<file path="config.mk">
export PLATFORM = sky130hd
export DESIGN_NAME = button_step_ctrl
export DESIGN_NICKNAME = d
export VERILOG_FILES = /design/src/rtl/button_step_ctrl.sv
export SDC_FILE = /design/constraint.sdc
export NUM_CORES = 1
export LEC_CHECK = 0
export ABC_AREA = 1
export CORE_ASPECT_RATIO = 0.75
export CORE_MARGIN = 1.5
export CORE_UTILIZATION = 35
export DETAILED_ROUTE_END_ITERATION = 6
export PLACE_DENSITY = 0.59
export SLEW_MARGIN = 20
export SYNTH_ARGS = -nofsm -noshare
export SYNTH_HDL_FRONTEND = slang
export SYNTH_SLANG_ARGS = --single-unit
</file>
<file path="constraint.sdc">
create_clock -name clk -period 2.2 [get_ports clk]
set_input_delay 0.33 -clock clk [delete_from_list [all_inputs] [get_ports clk]]
set_output_delay 0.33 -clock clk [all_outputs]
set_load 0.02 [all_outputs]
</file>
<file path="src/rtl/button_step_ctrl.sv">
// button_step_ctrl: synchronises and debounces a raw push-button, then emits one-clock step pulses
// with optional auto-repeat, a debounced level and a press counter.
module button_step_ctrl #(
    parameter int DEBOUNCE_CYCLES = 500000,
    parameter int REPEAT_CYCLES   = 0,
    parameter int COUNT_W         = 8
) (
    input  logic               clk,
    input  logic               rst,
    input  logic               button_in,
    output logic               step_pulse,
    output logic               button_level,
    output logic [COUNT_W-1:0] press_count
);
    localparam int DBW = $clog2(DEBOUNCE_CYCLES + 1);
    localparam int RPT = (REPEAT_CYCLES == 1) ? 2 : REPEAT_CYCLES;
    localparam int RW  = (RPT > 1) ? $clog2(RPT + 1) : 1;
    localparam logic [DBW-1:0] DB_LAST  = DBW'(DEBOUNCE_CYCLES - 1);
    localparam logic [RW-1:0]  RPT_LAST = RW'(RPT - 1);

    typedef enum logic [1:0] {IDLE, DB_PRESS, PRESSED, DB_RELEASE} state_t;

    state_t         state;
    logic           s1, s2;
    logic [DBW-1:0] db_cnt;
    logic [RW-1:0]  rpt_cnt;

    // db_cnt is always 0 in IDLE/PRESSED, so those states share the counting path of their debounce state
    always_ff @(posedge clk or negedge rst) begin
        if (!rst) begin
            s1           <= 1'b0;
            s2           <= 1'b0;
            state        <= IDLE;
            db_cnt       <= '0;
            rpt_cnt      <= '0;
            step_pulse   <= 1'b0;
            button_level <= 1'b0;
            press_count  <= '0;
        end else begin
            s1         <= button_in;
            s2         <= s1;
            step_pulse <= 1'b0;
            case (state)
                IDLE, DB_PRESS: begin
                    if (!s2) begin
                        state  <= IDLE;
                        db_cnt <= '0;
                    end else if (db_cnt == DB_LAST) begin
                        state        <= PRESSED;
                        db_cnt       <= '0;
                        rpt_cnt      <= '0;
                        step_pulse   <= 1'b1;
                        button_level <= 1'b1;
                        press_count  <= press_count + 1'b1;
                    end else begin
                        state  <= DB_PRESS;
                        db_cnt <= db_cnt + 1'b1;
                    end
                end
                PRESSED, DB_RELEASE: begin
                    if (s2) begin
                        state  <= PRESSED;
                        db_cnt <= '0;
                        if (state == DB_RELEASE) begin
                            rpt_cnt <= '0;
                        end else if (RPT > 0) begin
                            if (rpt_cnt == RPT_LAST) begin
                                rpt_cnt     <= '0;
                                step_pulse  <= 1'b1;
                                press_count <= press_count + 1'b1;
                            end else begin
                                rpt_cnt <= rpt_cnt + 1'b1;
                            end
                        end
                    end else if (db_cnt == DB_LAST) begin
                        state        <= IDLE;
                        db_cnt       <= '0;
                        rpt_cnt      <= '0;
                        button_level <= 1'b0;
                    end else begin
                        state   <= DB_RELEASE;
                        db_cnt  <= db_cnt + 1'b1;
                        rpt_cnt <= '0;
                    end
                end
                default: state <= IDLE;
            endcase
        end
    end
endmodule
</file>
==> results.yml <==
critical_path:
  crit_buf_inv: 1
  reg2reg_to: "press_count[5]"
  critical_path_class: "reg -> out"
  worst_path_largest_cell_delay_ps: 640
  worst_ep_required_time_ps: 1870
  critPathMaxFanout: 4
  crit_arrival_ps: 1340
  endpoint_kind: "primary output"
  cpMaxStageDelayCell: "clkdlybuf4s50_1"
  crit_chain: "clkdlybuf4s50_1"
  rrSetupSlack_ps: 610
  startpoint_type: "register"
  reg2regPathDepth: 8
  r2r_start: "db_cnt[0]"
  path_delay_family: "buffers and inverters"
synthesis:
  synth_edf_count: 0
  async_reset_ff_frac: 1.00
  syn_area_per_cell_um2: 7.70
  ys_types: 23
  synth_top_area_cell: "dfrtp_1"
  synth_top_flop_cell: "dfrtp_1"
  synth-compound-area-share: 0.0267
  netlist_instances: 237
  syn_nets: 242
  synth-xor-area-share: 0.0624
  yosysMostFrequentCell: "nand2_1"
  synthTopCellsByCount: "nand2_1, nor2_1, dfrtp_1, inv_1, nand3_1"
  synth.cell_area_mm2: 0.00182
  yosys_warnings: 0
  synth_seq_cells: 32
  synth_top_family_by_area: "simple AND/OR/NAND/NOR gates"
  synth-simple-area-share: 0.383
  ys_seq_area_frac: 0.439
  synth_top_area_frac: 0.439
  synthAdderAreaFrac: 0.0137
  synth.area.top_cells: "dfrtp_1, nand2_1, nor2_1, inv_1, xor2_1"
  synth_mux_area_frac: 0
detailed_routing:
  num_vias: 1487
  antenna_left: 0
  dr.pass1.iters: 4
  wl_per_cell_um: 11.6
  drc: 0
  wl_mm: 3.66
  vias_per_cell: 4.69
  drt_iter0_drc: 76
timing:
  rsz0062_at_grt: "no"
  post-route-period-util: 0.759
  max_freq_ghz: 0.599
  final_max_slew_viol_count: 0
  hold_violations: 0
  tns_ps: 0
  max_slew_margin: 0.728
  fin_crit_ps: 1670
  layout_setup_ws_ps: 531
  worst_pin_slew_ps: 409
  finalSetupViolations: 0
  skew_ps: 5.90
layout:
  syn_to_final_growth_pct: 15.1
  fin_nets: 261
  fillers: 511
  antenna_cells: 0
  multi_input_area_um2: 886
  ff_latch_area_um2: 801
  drive_gt1_frac: 0.132
placement:
  place_congestion: 0.832
  dp_hpwl_mm: 2.72
  pre_cts_ws_ps: 597
  io_buffers: 12
global_route:
  grt_max_degree: 33
  antenna_found_initial: 0
  grt_pass1_vias: 1438
  grt_pass1_wl_mm: 6.72
  grt.overflow.total: 0
  grtUsageTotal: 0.156
floorplan:
  io_pins: 13
  core-area_mm2: 0.00495
  fp.dieW_um: 86.4
  die_y_um: 65.5
  design.die.area_mm2: 0.00566
  fp-row-count: 22
  start_util: 0.368
clock_network:
  worstSkewPairLatency_ps: 280
  cts_sinks: 32
  clock_path_buffers: 2
  postCtsHoldBufs: 0
  clk_pin_slew_worst_paths_ps: 60
  htree_levels: 2
  postCtsResizedCells: 0
  tritoncts: "done"
  cts_root_buf: "clkbuf_8"
  cts_buffers: 5
  post-cts-setup-buffers: 0
power:
  cellLeakagePower_uw: 0.000940
  p_per_area_mw_per_mm2: 527
  ir_drop_mv: 0.248
min_path:
  hp-start: "s1"
  whs_path_depth: 0
  hold_class: "reg -> reg"
  holdPathEnd: "s2"
flow_run:
  max_cap_viol_count: 0
outcome:
  status: "complete, no violations"
## how the worst max path moves through the flow
stage | from | end | slack (ps) | depth (start not counted)
after CTS | press_count[6] | press_count[6] | 510 | 1
after detailed placement | db_cnt[0] | press_count[5] | 600 | 8
after global routing | db_cnt[0] | press_count[7] | 390 | 8
final | press_count[6] | press_count[6] | 530 | 1
after floorplan | db_cnt[0] | db_cnt[6] | 770 | 9
after global placement | db_cnt[0] | press_count[5] | 630 | 8
## cell usage in the layout (no fill, tap or decap), types with 6 or more instances in the layout
cell type,n
nor2_2,13
xor2_1,12
nand2_1,58
inv_1,28
nor2_1,37
nand3_1,20
clkbuf_8,6
clkdlybuf4s50_1,12
o21ai_0,6
dfrtp_1,32
## final cells by class
cell class | count | area share
Multi-Input combinational cell | 173 | 0.422
Sequential cell | 32 | 0.381
Timing Repair Buffer | 14 | 0.0644
Inverter | 30 | 0.0536
Clock buffer | 8 | 0.0429
Tap cell | 60 | 0.0358
## per-layer routing
layer / GRT usage / share of wire / vias up
met5: 0 / 0 / -
met4: 0.0544 / 0.011 / 0
met3: 0.0415 / 0.043 / 5
met2: 0.232 / 0.41 / 22
met1: 0.218 / 0.54 / 688
li1: - / - / 772
## metrics by stage
step | instance area, µm² | total power (µW) | util | instances | hold slack [ps]
6_report | 2100 | 1110 | 0.424 | 317 | 347
5_1_grt | 2100 | 1160 | 0.424 | 317 | 371
4_1_cts | 2100 | 1120 | 0.424 | 317 | 349
3_5_place_dp | 2010 | 655 | 0.406 | 309 | 335
3_3_place_gp | 2010 | 655 | 0.406 | 309 | 336
2_1_floorplan | 1820 | 635 | - | 237 | 34.4
## state kept, by name, indices dropped and copies added (netlist names)
register and count:
db_cnt 19, press_count 8, s2 1, button_level 1, s1 1, step_pulse 1, state 1
## power by group
part	total, µW	switching [µW]	internal (µW)
Combinational	42.9	30.4	12.6
Clock	464	209	255
Sequential	599	4.28	595
Total	1110	244	862
## cell families after synthesis
logic type               Yosys count
AND/OR/NAND/NOR                  149
buffers and inverters             32
flip-flops                        32
XOR/XNOR                          13
AO/OA/AOI/OAI                      9
adder cells (fa/ha/maj)            2
Note: power is estimated with default switching activity, not from simulation.
